### src/rtl/rfid_uid_poller_if.sv
// Byte-level link between the UID poller and the 8-bit SPI master.
// The poller drives start/tx; the SPI master returns busy/rx.
interface rfid_uid_poller_if;
  logic       spi_start_n;
  logic [7:0] spi_tx;
  logic       spi_busy;
  logic [7:0] spi_rx;

  modport master (
    output spi_start_n,
    output spi_tx,
    input  spi_busy,
    input  spi_rx
  );

  modport slave (
    input  spi_start_n,
    input  spi_tx,
    output spi_busy,
    output spi_rx
  );
endinterface

### src/rtl/rfid_uid_poller.sv
// Periodic RFID UID poller: sends a UID request, shifts in 4 UID bytes, checks them
// against two authorised tags, then reports the alarm state to the Arduino bridge.
module rfid_uid_poller #(
  parameter int unsigned POLL_DIV   = 500000,
  parameter logic [7:0]  CMD_UID    = 8'hAA,
  parameter logic [7:0]  STATE_BASE = 8'hBA,
  parameter logic [31:0] AUTH_UID0  = 32'h332C1EB7,
  parameter logic [31:0] AUTH_UID1  = 32'h336BF410,
  parameter int unsigned BUSY_TMO   = 2000000
) (
  input  logic                     CLOCK_50,
  input  logic                     reset,
  input  logic                     enable,
  input  logic [1:0]               sys_state,
  rfid_uid_poller_if.master        spi,
  output logic [31:0]              uid,
  output logic                     uid_valid,
  output logic                     auth_pulse,
  output logic                     poll_active,
  output logic                     timeout_err
);

  localparam int unsigned PW = $clog2(POLL_DIV + 2);
  localparam int unsigned TW = $clog2(BUSY_TMO + 2);
  localparam logic [PW-1:0] POLL_RELOAD = PW'(POLL_DIV);
  localparam logic [TW-1:0] TMO_LAST    = TW'(BUSY_TMO - 1);
  localparam logic [2:0]    IDX_LAST    = 3'd5;

  typedef enum logic [2:0] {
    ST_IDLE,
    ST_LOAD,
    ST_START,
    ST_WAIT_HI,
    ST_WAIT_LO,
    ST_CAPTURE,
    ST_DONE
  } state_t;

  state_t        state_q, state_d;
  logic [2:0]    idx_q, idx_d;
  logic [PW-1:0] poll_cnt_q, poll_cnt_d;
  logic [TW-1:0] tmo_q, tmo_d;
  logic [7:0]    tx_q, tx_d;
  logic [31:0]   shadow_q, shadow_d;
  logic [31:0]   uid_q, uid_d;

  logic          start_n;
  logic          valid_pulse;
  logic          auth_hit;
  logic          tmo_pulse;

  always_ff @(posedge CLOCK_50) begin
    if (!reset) begin
      state_q    <= ST_IDLE;
      idx_q      <= '0;
      poll_cnt_q <= POLL_RELOAD;
      tmo_q      <= '0;
      tx_q       <= '0;
      shadow_q   <= '0;
      uid_q      <= '0;
    end else begin
      state_q    <= state_d;
      idx_q      <= idx_d;
      poll_cnt_q <= poll_cnt_d;
      tmo_q      <= tmo_d;
      tx_q       <= tx_d;
      shadow_q   <= shadow_d;
      uid_q      <= uid_d;
    end
  end

  always_comb begin
    state_d     = state_q;
    idx_d       = idx_q;
    poll_cnt_d  = poll_cnt_q;
    tmo_d       = tmo_q;
    tx_d        = tx_q;
    shadow_d    = shadow_q;
    uid_d       = uid_q;
    start_n     = 1'b1;
    valid_pulse = 1'b0;
    auth_hit    = 1'b0;
    tmo_pulse   = 1'b0;

    unique case (state_q)
      ST_IDLE: begin
        if (poll_cnt_q != '0) begin
          poll_cnt_d = poll_cnt_q - 1'b1;
        end else if (enable) begin
          idx_d   = '0;
          state_d = ST_LOAD;
        end
      end

      ST_LOAD: begin
        unique case (idx_q)
          3'd0:     tx_d = CMD_UID;
          IDX_LAST: tx_d = STATE_BASE + 8'(sys_state);
          default:  tx_d = 8'h00;
        endcase
        state_d = ST_START;
      end

      ST_START: begin
        start_n = 1'b0;
        tmo_d   = '0;
        state_d = ST_WAIT_HI;
      end

      // Abort fires in the BUSY_TMO-th cycle spent waiting in either state.
      ST_WAIT_HI: begin
        if (spi.spi_busy) begin
          tmo_d   = '0;
          state_d = ST_WAIT_LO;
        end else if (tmo_q == TMO_LAST) begin
          tmo_pulse  = 1'b1;
          poll_cnt_d = POLL_RELOAD;
          state_d    = ST_IDLE;
        end else begin
          tmo_d = tmo_q + 1'b1;
        end
      end

      ST_WAIT_LO: begin
        if (!spi.spi_busy) begin
          state_d = ST_CAPTURE;
        end else if (tmo_q == TMO_LAST) begin
          tmo_pulse  = 1'b1;
          poll_cnt_d = POLL_RELOAD;
          state_d    = ST_IDLE;
        end else begin
          tmo_d = tmo_q + 1'b1;
        end
      end

      // uid is loaded on the way into DONE so it is already new while uid_valid is high.
      ST_CAPTURE: begin
        unique case (idx_q)
          3'd1:    shadow_d[31:24] = spi.spi_rx;
          3'd2:    shadow_d[23:16] = spi.spi_rx;
          3'd3:    shadow_d[15:8]  = spi.spi_rx;
          3'd4:    shadow_d[7:0]   = spi.spi_rx;
          default: ;
        endcase
        if (idx_q == IDX_LAST) begin
          uid_d   = shadow_q;
          state_d = ST_DONE;
        end else begin
          idx_d   = idx_q + 3'd1;
          state_d = ST_LOAD;
        end
      end

      ST_DONE: begin
        valid_pulse = 1'b1;
        auth_hit    = (uid_q != '0) && (uid_q != '1) &&
                      ((uid_q == AUTH_UID0) || (uid_q == AUTH_UID1));
        poll_cnt_d  = POLL_RELOAD;
        state_d     = ST_IDLE;
      end

      default: state_d = ST_IDLE;
    endcase
  end

  assign spi.spi_start_n = start_n;
  assign spi.spi_tx      = tx_q;
  assign uid             = uid_q;
  assign uid_valid       = valid_pulse;
  assign auth_pulse      = auth_hit;
  assign poll_active     = (state_q != ST_IDLE);
  assign timeout_err     = tmo_pulse;

endmodule

### src/flat_wrapper.sv
// flat-port wrapper written by rule: the top's interface ports become plain ports
module rfid_uid_poller_flat 
#(
  parameter int unsigned POLL_DIV   = 500000,
  parameter logic [7:0]  CMD_UID    = 8'hAA,
  parameter logic [7:0]  STATE_BASE = 8'hBA,
  parameter logic [31:0] AUTH_UID0  = 32'h332C1EB7,
  parameter logic [31:0] AUTH_UID1  = 32'h336BF410,
  parameter int unsigned BUSY_TMO   = 2000000
)
  (CLOCK_50, reset, enable, sys_state, uid, uid_valid, auth_pulse, poll_active, timeout_err, spi_spi_start_n, spi_spi_tx, spi_spi_busy, spi_spi_rx);
  rfid_uid_poller_if spi_i ();
  input  logic CLOCK_50;
  input  logic reset;
  input  logic enable;
  input  logic [1:0] sys_state;
  output logic [31:0] uid;
  output logic uid_valid;
  output logic auth_pulse;
  output logic poll_active;
  output logic timeout_err;
  output wire logic [$bits(spi_i.spi_start_n)-1:0] spi_spi_start_n;
  output wire logic [$bits(spi_i.spi_tx)-1:0] spi_spi_tx;
  input wire logic [$bits(spi_i.spi_busy)-1:0] spi_spi_busy;
  input wire logic [$bits(spi_i.spi_rx)-1:0] spi_spi_rx;
  assign spi_spi_start_n = spi_i.spi_start_n;
  assign spi_spi_tx = spi_i.spi_tx;
  assign spi_i.spi_busy = spi_spi_busy;
  assign spi_i.spi_rx = spi_spi_rx;
  rfid_uid_poller #(.POLL_DIV(POLL_DIV), .CMD_UID(CMD_UID), .STATE_BASE(STATE_BASE), .AUTH_UID0(AUTH_UID0), .AUTH_UID1(AUTH_UID1), .BUSY_TMO(BUSY_TMO)) u_core (.CLOCK_50(CLOCK_50), .reset(reset), .enable(enable), .sys_state(sys_state), .spi(spi_i), .uid(uid), .uid_valid(uid_valid), .auth_pulse(auth_pulse), .poll_active(poll_active), .timeout_err(timeout_err));
endmodule
### config.mk
export PLATFORM = sky130hd
export DESIGN_NAME = rfid_uid_poller_flat
export DESIGN_NICKNAME = d
export VERILOG_FILES = /design/src/rtl/rfid_uid_poller_if.sv /design/src/rtl/rfid_uid_poller.sv /design/src/flat_wrapper.sv
export SDC_FILE = /design/constraint.sdc
export NUM_CORES = 1
export LEC_CHECK = 0
export ABC_AREA = 1
export BUFFER_PORTS_ARGS = -buffer_cell sky130_fd_sc_hd__buf_2
export CORE_MARGIN = 2
export CORE_UTILIZATION = 45
export CTS_CLUSTER_DIAMETER = 50
export DETAILED_ROUTE_END_ITERATION = 8
export PLACE_DENSITY_LB_ADDON = 0.05
export SLEW_MARGIN = 20
export SYNTH_ARGS = -nofsm -noshare
export SYNTH_HDL_FRONTEND = slang
export SYNTH_SLANG_ARGS = --single-unit
export TNS_END_PERCENT = 100
### constraint.sdc
create_clock -name CLOCK_50 -period 3.42 [get_ports CLOCK_50]
set_clock_uncertainty 0.1 [all_clocks]
set_input_delay 0.171 -clock CLOCK_50 [delete_from_list [all_inputs] [get_ports CLOCK_50]]
set_output_delay 0.171 -clock CLOCK_50 [all_outputs]
set_load 0.03 [all_outputs]
==> results_dict.tcl <==
set metrics [dict create \
    status "completed" \
    port-buffer-count 57 \
    diodes 0 \
    cts_max_path_buffers 2 \
    grt_pass1_wl_um 21530 \
    antenna_found_initial 0 \
    p_per_area_nw_per_um2 608.5 \
    clock_sinks 115 \
    critical_path_class "register to output port" \
    clkTransAtPathRegs_ns 0.05 \
    rrSetupSlack_ns 1.25 \
    holdPathStages 3 \
    period_minus_slack_ns 2.323 \
    cp-startpoint "u_core.state_q[1]$_SDFFE_PN0P_" \
    cts_tree "yes" \
    die_height_um 113.6 \
    avgSynthCellArea_um2 7.259 \
    ios 59 \
    hold_path_class "input port to register" \
    htree_levels 4 \
    slew_viol_final 0 \
    die_x_um 113.6 \
    postCtsSetupBuffers 0 \
    peakVddDrop_v 0.0003046 \
    syn_to_final_growth_pct 18.14 \
    finalNetCount 826 \
    synth_edf_count 0 \
    drt.antenna.violating_nets 0 \
    place_ws_ns 1.264 \
    cts_made_buffers 17 \
    vias 4889 \
    path_cells "inv_2 -> nor3_4 -> inv_1 -> nor4_1 -> nand4_1 -> a21oi_1 -> buf_2" \
    synth_seq_cells 115 \
    multi_input_area_um2 2656 \
    fin_crit_sh_pct 67.92 \
    dpl.hpwl_um 9212 \
    ff_latch_area_um2 2302 \
    ys.flop_type "dfxtp_1" \
    yosysSeqAreaShare_pct 42.57 \
    r2r_cells 12 \
    synth_top_family_by_area "simple AND/OR/NAND/NOR gates" \
    endpoint_kind "output port" \
    rsz0062_at_grt "no" \
    grt_max_degree 65 \
    crit_path_start_kind "register" \
    clkLatencyLatePin_ns 0.42 \
    holdBufCountCts 5 \
    slew_headroom_pct 37.94 \
    timing_hold_violations_final 0 \
    n_fill_cell 1193 \
    synthSimpleGateAreaFrac_pct 29.78 \
    dr.first_iter.drc_count 328 \
    routed_wl_um 13070 \
    core_area_um2 11860 \
    leakagePower_uw 0.002659 \
    grt_pass1_vias 4471 \
    max_cap_violations 0 \
    initial_utilization_pct 45.59 \
    critPathMaxStageDelay_ns 0.43 \
    drive_gt1_share_pct 16.28 \
    worstPathRequired_ns 3.15 \
    tightest_slew_ns 0.9299 \
    cts_root_buf "clkbuf_16" \
    critPathArrivalTime_ns 2.05 \
    via_per_inst 5.072 \
    grt_overflow_total 0 \
    whs_ns 0.004443 \
    synthMuxAreaShare_pct 0 \
    synthCells 745 \
    r2r-end "u_core.poll_cnt_q[13]$_SDFFE_PN1P_" \
    cts_resized 0 \
    setup_viol 0 \
    die_area_um2 12910 \
    synth_cell_types 49 \
    groute.usage.overall_pct 21.08 \
    drt_pass1_iterations 7 \
    cpMaxStageDelayCell "dfxtp_1" \
    synth_warnings 0 \
    synth-compound-area-share_pct 14.99 \
    cp_max_fo 6 \
    async_flop_share_pct 0 \
    place.gp.congestion 0.8600 \
    r2r_start "u_core.tmo_q[0]$_SDFFE_PN0P_" \
    syn_nets 767 \
    wl_per_cell_um 13.56 \
    syn_area_um2 5408 \
    drc_errors 0 \
    fin_ws_ns 1.097 \
    synthXorXnorAreaFrac_pct 2.429 \
    endpoint "auth_pulse" \
    fmax_mhz 430.5 \
    synth_fa_ha_area_share_pct 1.851 \
    rows 40 \
    fin_setup_tns_ns 0 \
]
placed cells by master (no fill, tap or decap), types with 5 or more instances in the layout:
master	count
dlygate4sd3_1	5
a21oi_1	37
o21ai_0	75
nand4_1	15
nor2_1	164
clkbuf_16	17
nand2_1	110
nor4_1	6
nand2_2	8
dfxtp_1	115
ha_1	8
a21oi_2	12
buf_2	57
nand3_1	29
inv_1	67
nor3_1	10
inv_2	5
xor2_1	12
how the worst min path moves through the flow:
stage                        from                                 to
floorplan            sys_state[0]  u_core.spi.spi_tx[0]$_SDFFE_PN0P_
global placement     sys_state[0]  u_core.spi.spi_tx[0]$_SDFFE_PN0P_
detailed placement   sys_state[0]  u_core.spi.spi_tx[0]$_SDFFE_PN0P_
CTS                        enable     u_core.state_q[0]$_SDFFE_PN0P_
global route        spi_spi_rx[4]   u_core.shadow_q[20]$_SDFFE_PN0P_
finish              spi_spi_rx[4]   u_core.shadow_q[28]$_SDFFE_PN0P_
Yosys cell counts (all sizes together), types with 6 or more instances:
library cell / n / area share (%)
buf: 11 / 1.7
ha: 8 / 1.9
inv: 73 / 5.2
nor3: 13 / 1.6
dfxtp: 115 / 43
nand4: 15 / 1.7
a21oi: 49 / 5.4
clkbuf: 14 / 1.3
xor2: 12 / 1.9
nor2: 168 / 12
nor4: 6 / 0.69
o21ai: 82 / 8.0
nand2: 119 / 8.8
nand3: 33 / 3.6
power breakdown:
group / switching [uW] / internal [uW] / leakage [uW]
combinational: 397 / 199 / 0.00144
sequential: 67.5 / 1410 / 0.000928
clock: 619 / 1200 / 0.000289
total: 1080 / 2800 / 0.00266
critical path, delay by kind of cell (launching register included):
family	cells	cell delay [ns]
AND/OR/NAND/NOR	3	0.65
buffers and inverters	3	0.40
AO/OA/AOI/OAI	1	0.15
flip-flops	1	0.43
kinds of logic (layout without fill, tap and decap cells):
group           after synthesis  count (layout)
compound gates              143             143
other cells                   1               1
buf+inv                      99             171
xor+xnor                     15              15
flops                       115             115
fa+ha+maj                     8               8
simple gates                364             364
layer usage:
| metal | track usage, % | part of all wire, % | wire (um) | up-vias |
|---|---|---|---|---|
| met3 | 4.623 | 3.7 | 477 | 22 |
| met2 | 35.25 | 46 | 6045 | 100 |
| li1 | - | - | - | 2549 |
| met4 | 8.293 | 1.8 | 230 | 0 |
| met5 | 0 | 0 | 0 | - |
| met1 | 26.63 | 48 | 6314 | 2218 |
flip-flops by register name (all words and copies together) (netlist names):
name,flops
u_core.state_q,3
u_core.tmo_q,21
u_core.shadow_q,32
u_core.poll_cnt_q,19
u_core.idx_q,3
u_core.uid,32
u_core.spi.spi_tx,5
through the flow:
stage	instance area [um2]	std cells	util, %	total power [uW]
2_1_floorplan	5408	745	-	2006
5_1_grt	6389	964	53.86	4068
6_report	6389	964	53.86	3887
3_3_place_gp	5733	927	48.33	2084
4_1_cts	6389	964	53.86	3919
3_5_place_dp	5733	927	48.33	2094
cell type report:
| class | count | area share [%] |
|---|---|---|
| inverter | 74 | 4.426 |
| clock buffer | 23 | 7.481 |
| timing repair buffer | 65 | 5.601 |
| tap | 147 | 2.879 |
| multi-input combinational | 531 | 41.58 |
| clock inverter | 9 | 1.998 |
| sequential | 115 | 36.04 |
(Power assumes the default switching activity.)
